**src/rtl/rs_pkg.sv**
```systemverilog
// rtl/rs_pkg.sv - shared constants and write-FSM state encoding for the RS(16,8) message framer
package rs_pkg;

  localparam int SYM_BW = 8;
  localparam int N_NUM  = 16;
  localparam int K_NUM  = 8;
  localparam int DEPTH  = 16;

  typedef enum logic [1:0] {
    ST_IDLE = 2'd0,
    ST_PASS = 2'd1,
    ST_DROP = 2'd2
  } wr_state_e;

endpackage

```
**src/rtl/rs_cmt_fifo.sv**
```systemverilog
// rtl/rs_cmt_fifo.sv - FIFO with speculative write pointer, commit pointer and rewind
module rs_cmt_fifo #(
  parameter int W     = 10,
  parameter int DEPTH = 16
) (
  input  logic                     clk,
  input  logic                     rst_n,
  input  logic                     wr_en,
  input  logic [W-1:0]             wr_data,
  input  logic                     rewind,
  input  logic                     commit,
  input  logic                     rd_en,
  output logic [W-1:0]             rd_data,
  output logic                     rd_avail,
  output logic [$clog2(DEPTH):0]   free,
  output logic [$clog2(DEPTH):0]   free_cmt
);

  localparam int AW = $clog2(DEPTH);
  localparam logic [AW:0] DEPTH_L = (AW+1)'(DEPTH);

  logic [AW:0]  wr_ptr_q, wr_ptr_d;
  logic [AW:0]  cmt_ptr_q, cmt_ptr_d;
  logic [AW:0]  rd_ptr_q, rd_ptr_d;
  logic [AW:0]  wr_base;
  logic [W-1:0] mem_q [DEPTH];

  // A rewind and a fresh write in the same cycle land at the old commit point.
  always_comb begin
    wr_base   = rewind ? cmt_ptr_q : wr_ptr_q;
    wr_ptr_d  = wr_base + {{AW{1'b0}}, wr_en};
    cmt_ptr_d = commit ? wr_ptr_d : cmt_ptr_q;
    rd_avail  = (cmt_ptr_q != rd_ptr_q);
    rd_ptr_d  = rd_ptr_q + {{AW{1'b0}}, rd_en & rd_avail};
    rd_data   = mem_q[rd_ptr_q[AW-1:0]];
    free      = DEPTH_L - (wr_ptr_q - rd_ptr_q);
    free_cmt  = DEPTH_L - (cmt_ptr_q - rd_ptr_q);
  end

  always_ff @(posedge clk or negedge rst_n) begin
    if (!rst_n) begin
      wr_ptr_q  <= '0;
      cmt_ptr_q <= '0;
      rd_ptr_q  <= '0;
    end else begin
      wr_ptr_q  <= wr_ptr_d;
      cmt_ptr_q <= cmt_ptr_d;
      rd_ptr_q  <= rd_ptr_d;
    end
  end

  always_ff @(posedge clk) begin
    if (wr_en) begin
      mem_q[wr_base[AW-1:0]] <= wr_data;
    end
  end

endmodule

```
**src/rtl/rs_dec_msg_framer_16_8.sv**
```systemverilog
// rtl/rs_dec_msg_framer_16_8.sv - strips RS parity and emits atomic message frames with sop/eop
module rs_dec_msg_framer_16_8 #(
  parameter int SYM_BW = rs_pkg::SYM_BW,
  parameter int N_NUM  = rs_pkg::N_NUM,
  parameter int K_NUM  = rs_pkg::K_NUM,
  parameter int DEPTH  = rs_pkg::DEPTH
) (
  input  logic              clk,
  input  logic              rst_n,
  input  logic              sym_in_val,
  input  logic [7:0]        sym_in_cnt,
  input  logic [SYM_BW-1:0] sym_in,
  input  logic              dout_rdy,
  output logic              dout_val,
  output logic              dout_sop,
  output logic              dout_eop,
  output logic [SYM_BW-1:0] dout,
  output logic              ovf_err,
  output logic              proto_err,
  output logic [15:0]       frm_cnt
);

  import rs_pkg::*;

  localparam int AW = $clog2(DEPTH);
  localparam int EW = SYM_BW + 2;
  localparam logic [7:0]  K_LAST = 8'(K_NUM - 1);
  localparam logic [7:0]  N_LIM  = 8'(N_NUM);
  localparam logic [AW:0] K_FREE = (AW+1)'(K_NUM);

  wr_state_e   state_q, state_d;
  logic [7:0]  exp_q, exp_d;
  logic        ovf_q, ovf_d;
  logic        proto_q, proto_d;
  logic        out_val_q, out_val_d;
  logic [EW-1:0] out_q, out_d;
  logic [15:0] frm_cnt_q, frm_cnt_d;

  logic          sym_ok, start;
  logic          wr_en, wr_sop, wr_eop, rewind, commit, rd_en;
  logic [AW:0]   free, free_cmt, free_sel;
  logic [EW-1:0] rd_data;
  logic          rd_avail;

  rs_cmt_fifo #(
    .W     (EW),
    .DEPTH (DEPTH)
  ) u_fifo (
    .clk      (clk),
    .rst_n    (rst_n),
    .wr_en    (wr_en),
    .wr_data  ({wr_sop, wr_eop, sym_in}),
    .rewind   (rewind),
    .commit   (commit),
    .rd_en    (rd_en),
    .rd_data  (rd_data),
    .rd_avail (rd_avail),
    .free     (free),
    .free_cmt (free_cmt)
  );

  // Out-of-range indices are not legal codeword positions and are treated as no symbol.
  assign sym_ok = sym_in_val & (sym_in_cnt < N_LIM);

  always_comb begin
    state_d  = state_q;
    exp_d    = exp_q;
    ovf_d    = ovf_q;
    proto_d  = proto_q;
    wr_en    = 1'b0;
    wr_sop   = 1'b0;
    wr_eop   = 1'b0;
    rewind   = 1'b0;
    commit   = 1'b0;
    start    = 1'b0;
    free_sel = free;
    if (sym_ok) begin
      case (state_q)
        ST_IDLE, ST_DROP: start = (sym_in_cnt == 8'd0);
        ST_PASS: begin
          if (sym_in_cnt == exp_q) begin
            wr_en = 1'b1;
            if (exp_q == K_LAST) begin
              wr_eop  = 1'b1;
              commit  = 1'b1;
              state_d = ST_IDLE;
            end else begin
              exp_d = exp_q + 8'd1;
            end
          end else begin
            // Abandon the partial frame; a new sop may restart in this very cycle.
            rewind   = 1'b1;
            proto_d  = 1'b1;
            state_d  = ST_IDLE;
            start    = (sym_in_cnt == 8'd0);
            free_sel = free_cmt;
          end
        end
        default: state_d = ST_IDLE;
      endcase
      if (start) begin
        if (free_sel >= K_FREE) begin
          wr_en   = 1'b1;
          wr_sop  = 1'b1;
          exp_d   = 8'd1;
          state_d = ST_PASS;
        end else begin
          ovf_d   = 1'b1;
          state_d = ST_DROP;
        end
      end
    end
  end

  // Output register: refills whenever empty or being consumed this cycle.
  always_comb begin
    rd_en     = rd_avail & (~out_val_q | dout_rdy);
    out_val_d = rd_en | (out_val_q & ~dout_rdy);
    out_d     = rd_en ? rd_data : out_q;
    frm_cnt_d = frm_cnt_q + {15'd0, out_val_q & dout_rdy & out_q[EW-2]};
  end

  always_ff @(posedge clk or negedge rst_n) begin
    if (!rst_n) begin
      state_q   <= ST_IDLE;
      exp_q     <= '0;
      ovf_q     <= 1'b0;
      proto_q   <= 1'b0;
      out_val_q <= 1'b0;
      out_q     <= '0;
      frm_cnt_q <= '0;
    end else begin
      state_q   <= state_d;
      exp_q     <= exp_d;
      ovf_q     <= ovf_d;
      proto_q   <= proto_d;
      out_val_q <= out_val_d;
      out_q     <= out_d;
      frm_cnt_q <= frm_cnt_d;
    end
  end

  assign dout_val  = out_val_q;
  assign dout_sop  = out_q[EW-1];
  assign dout_eop  = out_q[EW-2];
  assign dout      = out_q[SYM_BW-1:0];
  assign ovf_err   = ovf_q;
  assign proto_err = proto_q;
  assign frm_cnt   = frm_cnt_q;

endmodule
```
**config.mk**
```make
export PLATFORM = sky130hd
export DESIGN_NAME = rs_dec_msg_framer_16_8
export DESIGN_NICKNAME = d
export VERILOG_FILES = /design/src/rtl/rs_pkg.sv /design/src/rtl/rs_cmt_fifo.sv /design/src/rtl/rs_dec_msg_framer_16_8.sv
export SDC_FILE = /design/constraint.sdc
export NUM_CORES = 1
export LEC_CHECK = 0
export CAP_MARGIN = 20
export CORE_MARGIN = 3
export CORE_UTILIZATION = 35
export CTS_BUF_LIST = sky130_fd_sc_hd__clkbuf_16
export CTS_CLUSTER_DIAMETER = 80
export DETAILED_ROUTE_END_ITERATION = 10
export GPL_TIMING_DRIVEN = 0
export MAX_ROUTING_LAYER = met4
export SETUP_SLACK_MARGIN = 0.5
export SYNTH_ARGS = -nofsm -noshare
export SYNTH_HDL_FRONTEND = slang
export SYNTH_SLANG_ARGS = --single-unit
```
**constraint.sdc**
```tcl
create_clock -name clk -period 7.7 [get_ports clk]
set_clock_uncertainty 0.1 [all_clocks]
set_input_delay 0.77 -clock clk [delete_from_list [all_inputs] [get_ports clk]]
set_output_delay 0.77 -clock clk [all_outputs]
set_load 0.01 [all_outputs]
```
---- Yosys cells after proc, flatten, opt, wreduce, memory -nomap -nowiden ----
Memories as Yosys holds them, arrays and structs flattened. A register that Yosys moved wholly into a read port is not among the register bits.
Index checks and enable logic that the tools add are counted.
cells by class
  multipliers ............................. 0
  mux-type cells .......................... 34
  add/subtract/negate cells ............... 8
  magnitude comparators ................... 2
  reduce and logical (&&, ||, !) cells .... 7
  equal/unequal tests ..................... 7
  shift operators ......................... 0
  div/mod/pow operators ................... 0
  bitwise operators ....................... 12
operator list
  operator               count
  $mux W8                5
  $mux W5                4
  $mux W1                19
  $add A16 B1 Y16        1
  $add A5 B1 Y5          2
  $sub A5 B5 Y5          2
  $sub A5 B5 Y5 const A  2
  $reduce_and A3 Y1      3
  $add A8 B1 Y8 const B  1
  $eq A8 B3 Y1 const B   1
  $eq A8 B8 Y1           1
  $logic_not A8 Y1       1
  $lt A8 B5 Y1 const B   1
  $mux W2                4
  $and A1 B1 Y1          6
  $ge A5 B4 Y1 const B   1
  $ne A5 B5 Y1           1
  $ne A4 B4 Y1 const B   1
  $not A1 Y1             4
  $pmux W2 S2            1
  $eq A2 B1 Y1 const B   1
  $eq A2 B2 Y1 const B   1
  $logic_not A2 Y1       1
  $ne A2 B2 Y1 const B   1
  other kinds (4)        5
storage, ports and cells
  latch bits .............................. 0
  RAM bits ................................ 160
  input port bits ......................... 20
  ROM bits ................................ 0
  output and inout bits ................... 29
  memories kept ........................... 1
  logic and storage cells ................. 80
  register bits after elaboration ......... 44
memory list
  name          depth  width  rd ports  clocked after memory_dff  write ports  line               source
  u_fifo.mem_q  16     10     1         1                         1            rs_cmt_fifo.sv:26  logic [W-1:0] mem_q [DEPTH];

---- Depth between registers and ports, before layout ----
  word-level depth ........................ 11
  gate-level depth with buffers ........... 20
  mapped depth without buffers ............ 17

---- Hierarchy ----
A second synthesis with hierarchy kept.
unflattened totals
  cells, all modules ...................... 579
  area, all modules ....................... 9,281.4 um^2
by module, submodules not included
  module                  cells an instance  instances  area an instance (um^2)  sequential area each (um^2)
  rs_cmt_fifo             418                1          7,370.8                  5,180.0
  rs_dec_msg_framer_16_8  161                1          1,910.6                  975.9

---- Worst setup path after synthesis ----
OpenSTA, ideal clock, no wires.
  path type ............................... flip-flop to flip-flop
  start point ............................. register u_fifo.rd_ptr_q[0]
  end point ............................... memory u_fifo.mem_q[10][0], enable pin
  setup slack ............................. 4.057 ns
  period minus slack after synthesis ...... 3.643 ns
  arrival time ............................ 3.153 ns
  required time ........................... 7.210 ns
  setup time .............................. 0.390 ns
  cell stages (with the launch flop) ...... 15
  path buffers ............................ 3
  path through ............................ dfrtp_1 -> buf_6 -> buf_6 -> inv_1 -> ha_1 -> inv_1 -> ha_1 -> fa_1 -> xor2_1 -> and4bb_1 -> a21oi_1 -> mux2_4 -> a21oi_4 -> buf_6 -> nor3_1
between the ends
  cells in the longest elaborated chain, start to end .. 11
  elaborated cells on any way between the ends .. 13
  classes of those cells .................. 4 x add/sub; 1 x order compare; 8 x mux
ends and longest elaborated chain
  what                                                   line                                  source
  from (decl)                                            rs_cmt_fifo.sv:24                     logic [AW:0] rd_ptr_q, rd_ptr_d;
  from (signal assigned)                                 rs_cmt_fifo.sv:48                     rd_ptr_q <= rd_ptr_d;
  $sub A5 B5 Y5, on equally long branches (2 in series)  rs_cmt_fifo.sv:37, rs_cmt_fifo.sv:36
  $mux W5                                                rs_dec_msg_framer_16_8.sv:81          if (sym_in_cnt == exp_q) begin
  $mux W5 *                                              rs_dec_msg_framer_16_8.sv:78          case (state_q)
  $mux W5 *                                              rs_dec_msg_framer_16_8.sv:77          if (sym_ok) begin
  $ge A5 B4 Y1 *                                         rs_dec_msg_framer_16_8.sv:102         if (free_sel >= K_FREE) begin
  $mux W1 *                                              rs_dec_msg_framer_16_8.sv:102
  $mux W1 *                                              rs_dec_msg_framer_16_8.sv:101         if (start) begin
  $mux W1 *                                              rs_dec_msg_framer_16_8.sv:77
  $mux W1 *                                              rs_cmt_fifo.sv:53                     if (wr_en) begin
  $mux W1 (implied by the code) *                        rs_cmt_fifo.sv:54                     mem_q[wr_base[AW-1:0]] <= wr_data;
  to (decl)                                              rs_cmt_fifo.sv:26
Mark *: on every way between the ends. The rest lies on a longest branch, timed or not. The select of a mux whose other input is x is not followed.

---- Final worst setup path ----
  start point ............................. register u_fifo.rd_ptr_q[0]
  end point ............................... register u_fifo.cmt_ptr_q[2]
between the ends
  cells in the longest elaborated chain, start to end .. 10
  elaborated cells on any way between the ends .. 12
  classes of those cells .................. 5 x add/sub; 1 x order compare; 6 x mux
ends and longest elaborated chain
  what                                                   line                                  source
  $sub A5 B5 Y5, on equally long branches (2 in series)  rs_cmt_fifo.sv:37, rs_cmt_fifo.sv:36
  $mux W5                                                rs_dec_msg_framer_16_8.sv:81
  $mux W5 *                                              rs_dec_msg_framer_16_8.sv:78
  $mux W5 *                                              rs_dec_msg_framer_16_8.sv:77
  $ge A5 B4 Y1 *                                         rs_dec_msg_framer_16_8.sv:102
  $mux W1 *                                              rs_dec_msg_framer_16_8.sv:102
  $mux W1 *                                              rs_dec_msg_framer_16_8.sv:101
  $mux W1 *                                              rs_dec_msg_framer_16_8.sv:77
  $add A5 B1 Y5 *                                        rs_cmt_fifo.sv:31                     wr_ptr_d = wr_base + {{AW{1'b0}}, wr_en};
  to (signal assigned)                                   rs_cmt_fifo.sv:47                     cmt_ptr_q <= cmt_ptr_d;
  to (decl)                                              rs_cmt_fifo.sv:23                     logic [AW:0] cmt_ptr_q, cmt_ptr_d;
Marks and branches as above.
A chain may end at the register's enable or synchronous reset.

==> results.cfg <==
[setup_path]
r2r_slack_ns = 3.68
arrival_ns = 4.28
worstPathMaxFanout = 10
endpoint_kind = flop
critPathRequiredTime_ns = 7.96
path_class = reg -> reg
startpoint_type = flop

[final_layout]
fin_nets = 655
area_growth_pct = 20.2
design_area_um2 = 11000
finalNonFillerCells = 958
layout-drive-gt1-share = 0.212
diodes = 0

[floorplan]
num_rows = 58
start_util = 0.360
ios = 49
die_x_um = 168
design.die.area_um2 = 28100
die_h_um = 168
core_area_um2 = 25400

[route]
vias = 4881
first_pass_iters = 4
postRouteAntennaNets = 0
wire_per_inst_um = 19.9
totalWireLength_um = 19000
drc_errors = 0
routed_via_density = 5.09
initialDrtViolationCount = 367

[sta]
max_slew_margin = 0.421
hold-worst-slack_ns = 0.203
max_freq_mhz = 249
layout_min_cycle_time_ns = 4.02
fin_crit_sh = 0.522
rsz0062_at_grt = no
hold_violations = 0
setup_tns_ns = 0
tightest_slew_ns = 0.869
report.final.slew_viol_count = 0
setup_violations = 0

[grt]
grt_max_degree = 32
grt_usage = 0.141
grt_pass1_wl_um = 30100
use_met3 = 0.0250
grt-ovfl-total = 0
use_met1 = 0.174
grt_use_met2 = 0.241
antenna_found_initial = 0
grt_pass1_vias = 5215
top_usage_layer = met2

[clock_tree]
cts_buffers = 22
cts_tree = built
cts_hold_buf = 0
cts_root_buf = clkbuf_16
postCtsSetupRepairBufs = 0
post_cts_resize_count = 0
insertion_delay_ns = 0.50
h-tree-depth = 1
clock_path_buffers = 3
clock_sinks = 214
clk_pin_slew_worst_paths_ns = 0.07

[synth]
syn-num-nets = 566
syn_inst = 523
synth-main-ff-cell = edfxtp_1
synthXorXnorAreaFrac = 0.0378
synth_top_cells_by_count = edfxtp_1, dfrtp_1, mux4_2, nand2_1, nor3_1
ys_async_sr_fraction = 0.252
yosys.area_share.simple = 0.0679
ys_seq_area_frac = 0.673
syn_area_per_cell_um2 = 17.5
synth_top_family_by_area = multiplexers
synth.top_cell.area_share = 0.526
yosys_warnings = 0
ys_seq_elements = 214
yosysMostFrequentCell = edfxtp_1
synth_compound_area_frac = 0.0229
synth_edf_count = 160
muxShareOfSynthArea = 0.146
synth_cell_type_count = 44
yosys.area.top_type = edfxtp_1
synth_area_um2 = 9140
synthAdderAreaFrac = 0.0331
synth.area.top_cells = edfxtp_1, dfrtp_1, mux4_2, ha_1, xnor2_1

[placement]
dp_hpwl_um = 13700
io_buffer_count = 48
gp_congestion = 0.824
placedCellCount = 918
dpl-instance-area_um2 = 10300

[power_and_ir_drop]
p_seq_frac = 0.423
switching_share = 0.272
ir_drop_mv = 0.134
p_int_uw = 2350
power.leakage_uw = 0.00388
pwr-share-clk = 0.306
netSwitchingPower_uw = 881
p_comb_frac = 0.271
total_power_uw = 3230
power_density_nw_per_um2 = 294

[status]
status = finished clean

[worst_hold_path]
hold_class = in -> async

[flow_run]
cap_viol_max_count = 0
[routing by layer]
metal | vias up | routed length, µm
li1 | 2224 | -
met1 | 2529 | 7910
met2 | 102 | 9920
met3 | 26 | 838
met4 | 0 | 352
met5 | - | 0
[metrics by stage]
| step | util | worst slack, ns |
|---|---|---|
| 2_1_floorplan | - | 4.06 |
| 3_5_place_dp | 0.406 | 3.67 |
| 4_1_cts | 0.433 | 3.65 |
| 3_3_place_gp | 0.395 | 2.92 |
| 5_1_grt | 0.433 | 3.48 |
| 6_report | 0.433 | 3.68 |
[state kept, by name (all words and copies together) (netlist names)]
signal,flops
state_q,2
u_fifo.cmt_ptr_q,5
u_fifo.rd_ptr_q,5
u_fifo.mem_q,160
proto_err,1
frm_cnt,16
ovf_err,1
exp_q,8
u_fifo.wr_ptr_q,5
dout_val,1
out_q,10
[layout make-up]
class	count	area, µm²
tap	330	413
inverter	16	60.1
buffer	17	116
multi-input combinational	276	2890
fill	2236	14400
clock inverter	17	103
sequential	214	6160
clock buffer	23	576
timing repair buffer	65	672
[cells by family (layout without fill, tap and decap cells)]
kind of cell / count (synthesis) / count (layout)
AO/OA/AOI/OAI: 34 / 34
XOR/XNOR: 36 / 36
adder cells (fa/ha/maj): 23 / 23
buffers and inverters: 33 / 138
flip-flops: 214 / 214
multiplexers: 66 / 66
AND/OR/NAND/NOR: 117 / 117
[power groups by stage]
stage	Clock [µW]	Sequential [µW]	Combinational, µW
6_report	991	1370	875
3_5_place_dp	0	1390	893
3_3_place_gp	0	1390	873
5_1_grt	1060	1380	945
2_1_floorplan	0	1390	579
4_1_cts	1020	1370	893
[layout by cell type (no fill, tap or decap), types with 4 or more instances in the layout]
cell and count:
mux2_2 12, buf_2 4, mux4_1 7, nor2_1 15, clkdlybuf4s50_1 47, dfrtp_1 54
edfxtp_1 160, clkinv_1 7, inv_1 20, clkbuf_16 23, and3_1 6, a21oi_1 8
nor3_1 9, or3_1 4, buf_1 5, nand3_1 15, nor3_2 16, mux4_2 43
o21ai_0 11, buf_6 20, nand2_1 26, xor2_1 10, nand4_1 5, ha_1 21
xnor2_1 24, a31oi_1 9
[critical path: stages (launching register included)]
cell and delay (ns):
dfrtp_1 0.40, buf_6 0.14, buf_6 0.16, inv_1 0.09
ha_1 0.14, inv_1 0.04, ha_1 0.20, fa_1 0.38
xor2_1 0.19, and4bb_1 0.26, a21oi_1 0.06, mux2_4 0.31
a21oi_4 0.34, buf_6 0.22, inv_1 0.05, ha_1 0.22
ha_1 0.25, xor2_1 0.16, nand2_1 0.06, o21ai_0 0.09
[final timing paths]
| path | startpoint | endpoint | cells after the start |
|---|---|---|---|
| worst max-delay path | u_fifo.rd_ptr_q[0] | u_fifo.cmt_ptr_q[2] | 19 |
| worst min-delay path | rst_n | u_fifo.cmt_ptr_q[2] | 1 |
| worst max register to register | u_fifo.rd_ptr_q[0] | u_fifo.cmt_ptr_q[2] | 19 |
| worst min register to register | proto_err | proto_err | 1 |
| max in group asynchronous | rst_n | frm_cnt[10] | 2 |
| min in group clk | proto_err | proto_err | 1 |
Note: power is estimated with default switching activity, not from simulation.
